### src/rtl/seven_seg_scan_bcd.sv
// 14-bit binary to 4-digit BCD (double-dabble, 15-cycle load-to-display) with a muxed digit/anode scanner.
// Loads are dropped while busy; the scanner free-runs and latches new digits only on slot changes.
module seven_seg_scan_bcd #(
  parameter int REFRESH_DIV = 50000,
  parameter bit BLANK_LZ    = 1'b1
) (
  input  logic        clk,
  input  logic        rst,
  input  logic [13:0] value_in,
  input  logic        value_valid,
  output logic        busy,
  output logic        overflow,
  output logic [3:0]  digit_out,
  output logic [3:0]  anode_n
);

  typedef enum logic [1:0] {IDLE, CONVERT, COMMIT} state_t;

  localparam int CW = (REFRESH_DIV > 1) ? $clog2(REFRESH_DIV) : 1;

  state_t        r_state;
  state_t        w_state_nxt;
  logic [13:0]   r_bin;
  logic [15:0]   r_bcd;
  logic [3:0]    r_cnt;
  logic [15:0]   r_d;
  logic          r_ovf;
  logic [CW-1:0] r_ref;
  logic [1:0]    r_p;
  logic [3:0]    r_anode_n;
  logic [3:0]    r_digit;

  logic          w_load;
  logic          w_commit;
  logic          w_wrap;
  logic [15:0]   w_adj;
  logic [1:0]    w_p_nxt;
  logic [15:0]   w_d_nxt;
  logic [3:0]    w_blank;
  logic [3:0]    w_digit_nxt;

  always_ff @(posedge clk) begin
    if (rst) r_state <= IDLE;
    else     r_state <= w_state_nxt;
  end

  always_comb begin
    w_state_nxt = r_state;
    w_load      = 1'b0;
    w_commit    = 1'b0;
    case (r_state)
      IDLE: begin
        if (value_valid) begin
          w_load      = 1'b1;
          w_state_nxt = CONVERT;
        end
      end
      CONVERT: begin
        if (r_cnt == 4'd1) w_state_nxt = COMMIT;
      end
      COMMIT: begin
        w_commit    = 1'b1;
        w_state_nxt = IDLE;
      end
      default: w_state_nxt = IDLE;
    endcase
  end

  always_comb begin
    w_adj = r_bcd;
    for (int i = 0; i < 4; i++) begin
      if (r_bcd[4*i +: 4] >= 4'd5) w_adj[4*i +: 4] = r_bcd[4*i +: 4] + 4'd3;
    end
  end

  always_ff @(posedge clk) begin
    if (rst) begin
      r_bin <= '0;
      r_bcd <= '0;
      r_cnt <= '0;
      r_ovf <= 1'b0;
      r_d   <= '0;
    end else begin
      if (w_load) begin
        r_bin <= (value_in > 14'd9999) ? 14'd9999 : value_in;
        r_bcd <= '0;
        r_cnt <= 4'd14;
        r_ovf <= (value_in > 14'd9999);
      end else if (r_state == CONVERT) begin
        {r_bcd, r_bin} <= {w_adj, r_bin} << 1;
        r_cnt          <= r_cnt - 4'd1;
      end
      if (w_commit) r_d <= r_bcd;
    end
  end

  // Output registers look at next-cycle position and digits so a commit that
  // coincides with a slot change is shown immediately.
  assign w_wrap  = (r_ref == CW'(REFRESH_DIV - 1));
  assign w_p_nxt = r_p + 2'd1;
  assign w_d_nxt = w_commit ? r_bcd : r_d;

  always_comb begin
    w_blank[0]  = 1'b0;
    w_blank[3]  = BLANK_LZ && (w_d_nxt[15:12] == 4'd0);
    w_blank[2]  = BLANK_LZ && (w_d_nxt[15:8] == 8'd0);
    w_blank[1]  = BLANK_LZ && (w_d_nxt[15:4] == 12'd0);
    w_digit_nxt = w_blank[w_p_nxt] ? 4'hF : w_d_nxt[4*w_p_nxt +: 4];
  end

  always_ff @(posedge clk) begin
    if (rst) begin
      r_ref     <= '0;
      r_p       <= 2'd0;
      r_anode_n <= 4'b1110;
      r_digit   <= 4'h0;
    end else begin
      r_ref <= w_wrap ? '0 : r_ref + 1'b1;
      if (w_wrap) begin
        r_p       <= w_p_nxt;
        r_anode_n <= ~(4'b0001 << w_p_nxt);
        r_digit   <= w_digit_nxt;
      end
    end
  end

  assign busy      = (r_state != IDLE);
  assign overflow  = r_ovf;
  assign digit_out = r_digit;
  assign anode_n   = r_anode_n;

endmodule

### config.mk
export PLATFORM = sky130hd
export DESIGN_NAME = seven_seg_scan_bcd
export DESIGN_NICKNAME = d
export VERILOG_FILES = /design/src/rtl/seven_seg_scan_bcd.sv
export SDC_FILE = /design/constraint.sdc
export NUM_CORES = 1
export LEC_CHECK = 0
export BUFFER_PORTS_ARGS = -buffer_cell sky130_fd_sc_hd__buf_2
export CORE_MARGIN = 10
export CORE_UTILIZATION = 54
export CTS_CLUSTER_DIAMETER = 120
export DETAILED_ROUTE_END_ITERATION = 8
export PLACE_DENSITY = 0.79
export REMOVE_ABC_BUFFERS = 1
export SYNTH_ARGS = -nofsm -noshare
export SYNTH_HDL_FRONTEND = slang
export SYNTH_SLANG_ARGS = --single-unit
### constraint.sdc
create_clock -name clk -period 1.9 [get_ports clk]
set_input_delay 0.38 -clock clk [delete_from_list [all_inputs] [get_ports clk]]
set_output_delay 0.38 -clock clk [all_outputs]
set_load 0.01 [all_outputs]
# After elaboration in Yosys (flattened, before gate mapping)
# Index checks and enable logic that the tools add are counted.
dict set report classes {
  add_sub_neg 7
  n_lt_le_gt_ge 6
  n_mux 19
  n_shift 2
  reduce_logical 9
  eq_ne 6
  bitwise_logic 1
}
# operator count
set ops {}
lappend ops {{14-bit two-way mux} 3}
lappend ops {{4-bit two-way mux} 6}
lappend ops {{16-bit by 1-bit adder with 16-bit output (second input constant)} 1}
lappend ops {{16-bit equality test (second input constant)} 1}
lappend ops {{4-bit by 3-bit greater-or-equal comparator with 1-bit output (second input constant)} 4}
lappend ops {{16-bit two-way mux} 1}
lappend ops {{16-bit by 5-bit indexed part select with 4-bit output} 1}
lappend ops {{14-bit > comparator (second input constant)} 1}
lappend ops {{4-bit by 2-bit adder with 4-bit output (second input constant)} 3}
lappend ops {{12-bit logical NOT} 1}
lappend ops {{8-bit logical NOT} 1}
lappend ops {{4-bit by 1-bit equality test with 1-bit output (second input constant)} 1}
lappend ops {{4-bit logical NOT} 1}
lappend ops {{1-bit two-way mux} 4}
lappend ops {{2-bit two-way mux} 2}
lappend ops {{2-bit != test (second input constant)} 2}
lappend ops {{4-bit inverter} 1}
lappend ops {{2-bit case mux with 2 select lines} 1}
lappend ops {{2-bit nonzero test} 2}
lappend ops {{2-bit OR reduction} 2}
lappend ops {{1-bit by 2-bit << shifter with 4-bit output (first input constant)} 1}
lappend ops {{4-bit by 1-bit subtractor with 4-bit output (second input constant)} 1}
lappend ops {{3-bit by 2-bit adder with 3-bit output (second input constant)} 1}
lappend ops {{2-bit by 3-bit less-than comparator with 1-bit output (second input constant)} 1}
lappend ops {{7 further kinds} 7}
dict set report word_totals {
  output_inout_bits 10
  regBits 79
  word_cells 61
  in_bits 17
}

# Logic depth before layout (Yosys ltp)
dict set report depth {
  word_depth 7
  mapped_depth 7
  ltp_nobuf 7
}

# Worst setup path before layout
# OpenSTA, ideal clock, no wires.
dict set report synth_path {
  path_kind {register to register}
  from {reg r_p[0]}
  to {reg r_digit[3], in the netlist digit_out[3]}
  synth_period_minus_slack_ns 1.939
  path_stages_with_launch 7
  slack_ns -0.039
  path_buffers 1
  setup_ns 0.074
  required_ns 1.826
  arrival_time_ns 1.865
  cell_sequence {dfxtp_1 -> clkbuf_1 -> inv_1 -> ha_1 -> inv_1 -> mux4_2 -> a31oi_1}
}
dict set report synth_via {
  elab_chain_cells 4
  word_cells_on_any_way 5
  cone_classes {add/sub (1); shift (1); mux (3)}
}
# element line_no
set synth_lines {}
lappend synth_lines {{start: declaration} 29} ;# logic [1:0] r_p;
lappend synth_lines {{start signal: assignment} 120} ;# r_p <= w_p_nxt;
lappend synth_lines {{2-bit by 1-bit adder with 2-bit output *} 100} ;# assign w_p_nxt = r_p + 2'd1;
lappend synth_lines {{net w_p_nxt[0]} 37} ;# logic [1:0] w_p_nxt;
lappend synth_lines {{branches (longest 2 deep; another with 16-bit by 5-bit indexed part select with 4-bit output)} n/a}
lappend synth_lines {{4-bit two-way mux *} 108} ;# w_digit_nxt = w_blank[w_p_nxt] ? 4'hF : w_d_nxt[4*w_p_nxt +: 4];
lappend synth_lines {{end signal: assignment} 122} ;# r_digit <= w_digit_nxt;
lappend synth_lines {{end: declaration} 31} ;# logic [3:0] r_digit;
# Mark *: on every way through the listed nets, which the timed path passes. The select of a mux whose other input is x is not followed.
# A chain may end at the register's enable or synchronous reset.

# Worst setup path in the final report
dict set report layout_path {
  from {reg r_bcd[4]}
  to {reg r_digit[0], in the netlist digit_out[0]}
}
dict set report layout_via {
  elab_chain_cells 5
  word_cells_on_any_way 6
  cone_classes {shift (1); mux (4); reduce/logical (1)}
}
# element line_no
set layout_lines {}
lappend layout_lines {{start: declaration} 24} ;# logic [15:0] r_bcd;
lappend layout_lines {{start signal: assignment} 90} ;# {r_bcd, r_bin} <= {w_adj, r_bin} << 1;
lappend layout_lines {{16-bit two-way mux *} n/a}
lappend layout_lines {{12-bit logical NOT} 107} ;# w_blank[1] = BLANK_LZ && (w_d_nxt[15:4] == 12'd0);
lappend layout_lines {{1-bit binary-select mux with 2-bit select} 108}
lappend layout_lines {{1-bit two-way mux (implied by the code)} 108}
lappend layout_lines {{4-bit two-way mux *} 108}
# Mark *: on every way between the ends. The rest lies on a longest branch, timed or not. The select of a mux whose other input is x is not followed.

==> key figures <==
Status
  – Status: complete, no violations

Hold path
  – Tightest Hold Check Type: input port to flip-flop

Global route
  – All-layer global routing usage: 15.5%
  – Pin count of the biggest net entering global routing: 17
  – Vias in the first global route: 3000
  – Initial antenna violation count: 0
  – Congestion Overflow GR: 0
  – Global-route wire length before repair: 13200 um

STA
  – RSZ-0062 raised after global routing: false
  – Period minus WS final: 1.74 ns
  – Final Cycle Share: 91.7%
  – Final hold vios: 0
  – Worst-Margin Slew: 0.499 ns
  – Clock Skews: 0.0108 ns
  – Fin Setup TNS: 0 ns
  – Final Max Slew Viols: 0
  – Max Clk Rate: 0.574 GHz
  – Setup-failing EPs final: 0
  – Max-Slew Margin vs Limit: 66.7%
  – PnR worst setup slack: 0.157 ns

Power and ir drop
  – Internal power: 2.46 mW
  – Clk pwr share: 38.8%
  – Power Density: 795 nW/um^2
  – Peak VDD IR: 0.000458 V
  – Reg power frac: 53.1%
  – Leak: 1.67 nW
  – P_sw: 804 uW
  – Sw Share: 24.6%
  – Combinational share of power: 8.1%

Floorplanning
  – # rows: 29
  – Starting Density: 56.5%
  – Die area: 10400 sq um
  – Core Region: 6460 sq um
  – Io pins: 27
  – Die height: 102 um
  – Chip width: 102 um

CTS
  – CTS tree: done
  – CTS Buf Count: 9
  – Post-CTS Setup Bufs: 0
  – Clock buffer depth: 2
  – CTS clock-pin slew for the worst setup and hold paths: 0.08 ns
  – Root Driver: clkbuf_8
  – Resize count post-CTS: 0
  – CTS sink cnt: 79
  – Max H-tree Level: 3
  – Hold_buf cts: 0
  – Clk_lat worst skew: 0.36 ns

Finish
  – # diodes: 0
  – Final core utilization: 63.6%
  – Final #Nets: 494
  – Share of layout cells above drive strength 1: 13.9%
  – Area grow syn2layout: 12.7%
  – Design Area, Final: 4110 sq um

Synthesis
  – Cell variety after synth: 42
  – Top cells by area, synth: dfxtp_1, nor2_1, a21oi_1
  – Yosys reg bits: 79
  – Synth cell count leaders: nor2_1, dfxtp_1, a21oi_1
  – Post-synth top area cell: dfxtp_1
  – Seq/Total Area, Yosys: 43.4%
  – Mapped Cells: 427
  – Most numerous cell in the Yosys netlist: nor2_1
  – Fraction of registers with async set/reset: 0%
  – Yosys warning count: 0
  – Mapped Area: 3650 sq um
  – Average cell area after synthesis: 8.54 sq um
  – Post-synth EDFFs: 0
  – Top cell type's share of synthesized area: 43.4%
  – Dominant register cell in the synthesized netlist: dfxtp_1

Place
  – RePlAce Congestion: 0.832
  – Post-Place Worst Slack: 0.185 ns
  – Final HPWL DP: 5690 um
  – IO buf count: 26
  – Post-Place Cell Area: 3910 sq um

Setup path
  – Worst Setup End Kind: flip-flop
  – Crit path launch type: flip-flop
  – CP max FO: 6
  – CP Data Arrival Time: 2.03 ns
  – Critical Path RT: 2.18 ns
  – Setup CP Type: flip-flop to flip-flop

Route
  – Post-route DRC: 0
  – Drt first pass iters: 5
  – Iter 0 DRT Violations: 165
  – Antenna Nets Post-Route: 0
  – WL final: 7650 um
  – Vias per cell: 5.46
  – Wire per inst: 14.1 um
  – Via count of the routed design: 2972

Job
  – Max-cap violation count: 0
## critical path: stages (launching register included)
cell     delay [ns]
dfxtp_1        0.38
or4b_1         0.55
o31ai_1        0.10
nand4_1        0.14
o31a_1         0.32
a31oi_1        0.18
## kinds of logic (layout without fill, tap and decap cells)
group                    after synthesis  after routing  share of synthesized area, %
XOR/XNOR                              25             25                          6.00
adder cells (fa/ha/maj)               15             15                          5.15
multiplexers                          15             15                          5.49
AND/OR/NAND/NOR                      179            179                          22.9
AO/OA/AOI/OAI                         79             79                          12.7
flip-flops                            79             79                          43.4
buffers and inverters                 35             75                          4.36
## layout by cell type (no fill, tap or decap), drive strengths merged, types with 11 or more instances in the layout
| cell type | Yosys | final |
|---|---|---|
| nor2 | 86 | 86 |
| dfxtp | 79 | 79 |
| buf | 8 | 45 |
| a21oi | 38 | 38 |
| nand2 | 29 | 29 |
| ha | 15 | 15 |
| inv | 14 | 15 |
| o21ai | 15 | 15 |
| xnor2 | 13 | 13 |
| xor2 | 12 | 12 |
| clkbuf | 13 | 12 |
| mux2i | 11 | 11 |
## worst paths after layout
| kind | startpoint | end | slack (ns) | cells past startpoint |
|---|---|---|---|---|
| worst max-delay path | r_bcd[4] | digit_out[0] | 0.16 | 5 |
| worst min-delay path | value_in[4] | r_bin[4] | 0.27 | 3 |
| worst max register to register | r_bcd[4] | digit_out[0] | 0.16 | 5 |
| worst min register to register | r_ref[0] | r_ref[0] | 0.44 | 1 |
## cell type report
cell class	count	area (sq um)
Tap cell	77	96.3
Timing Repair Buffer	45	273
Clock inverter	4	53.8
Clock buffer	12	145
Fill cell	560	2350
Inverter	14	52.6
Multi-Input combinational cell	313	1910
Sequential cell	79	1580
## flip-flops by register name, indices dropped and copies added, names as in the netlist
name	count
anode_n	4
digit_out	4
overflow	1
r_bcd	16
r_bin	14
r_cnt	4
r_d	16
r_p	2
r_ref	16
r_state	2
## power by group through the flow
stage,clock network [mW],registers [mW],logic [mW]
3_5_place_dp,0,1.77,0.266
4_1_cts,1.29,1.74,0.267
3_3_place_gp,0,1.77,0.259
5_1_grt,1.35,1.74,0.298
6_report,1.27,1.74,0.264
2_1_floorplan,0,1.77,0.148
## routing by layer
layer	vias up	track usage (%)	wire length [um]
met1	1397	17.4	3420
li1	1529	-	-
met2	39	26.6	3840
met4	0	6.51	129
met3	7	4.86	265
met5	-	0	0
## per-stage QoR
| stage | cells | total power, mW | hold WS (ns) |
|---|---|---|---|
| after floorplan | 406 | 1.92 | 0.413 |
| after global placement | 528 | 2.03 | 0.425 |
| after detailed placement | 528 | 2.04 | 0.440 |
| after CTS | 544 | 3.30 | 0.259 |
| after global routing | 544 | 3.39 | 0.277 |
| final | 544 | 3.27 | 0.271 |
(Power assumes the default switching activity.)
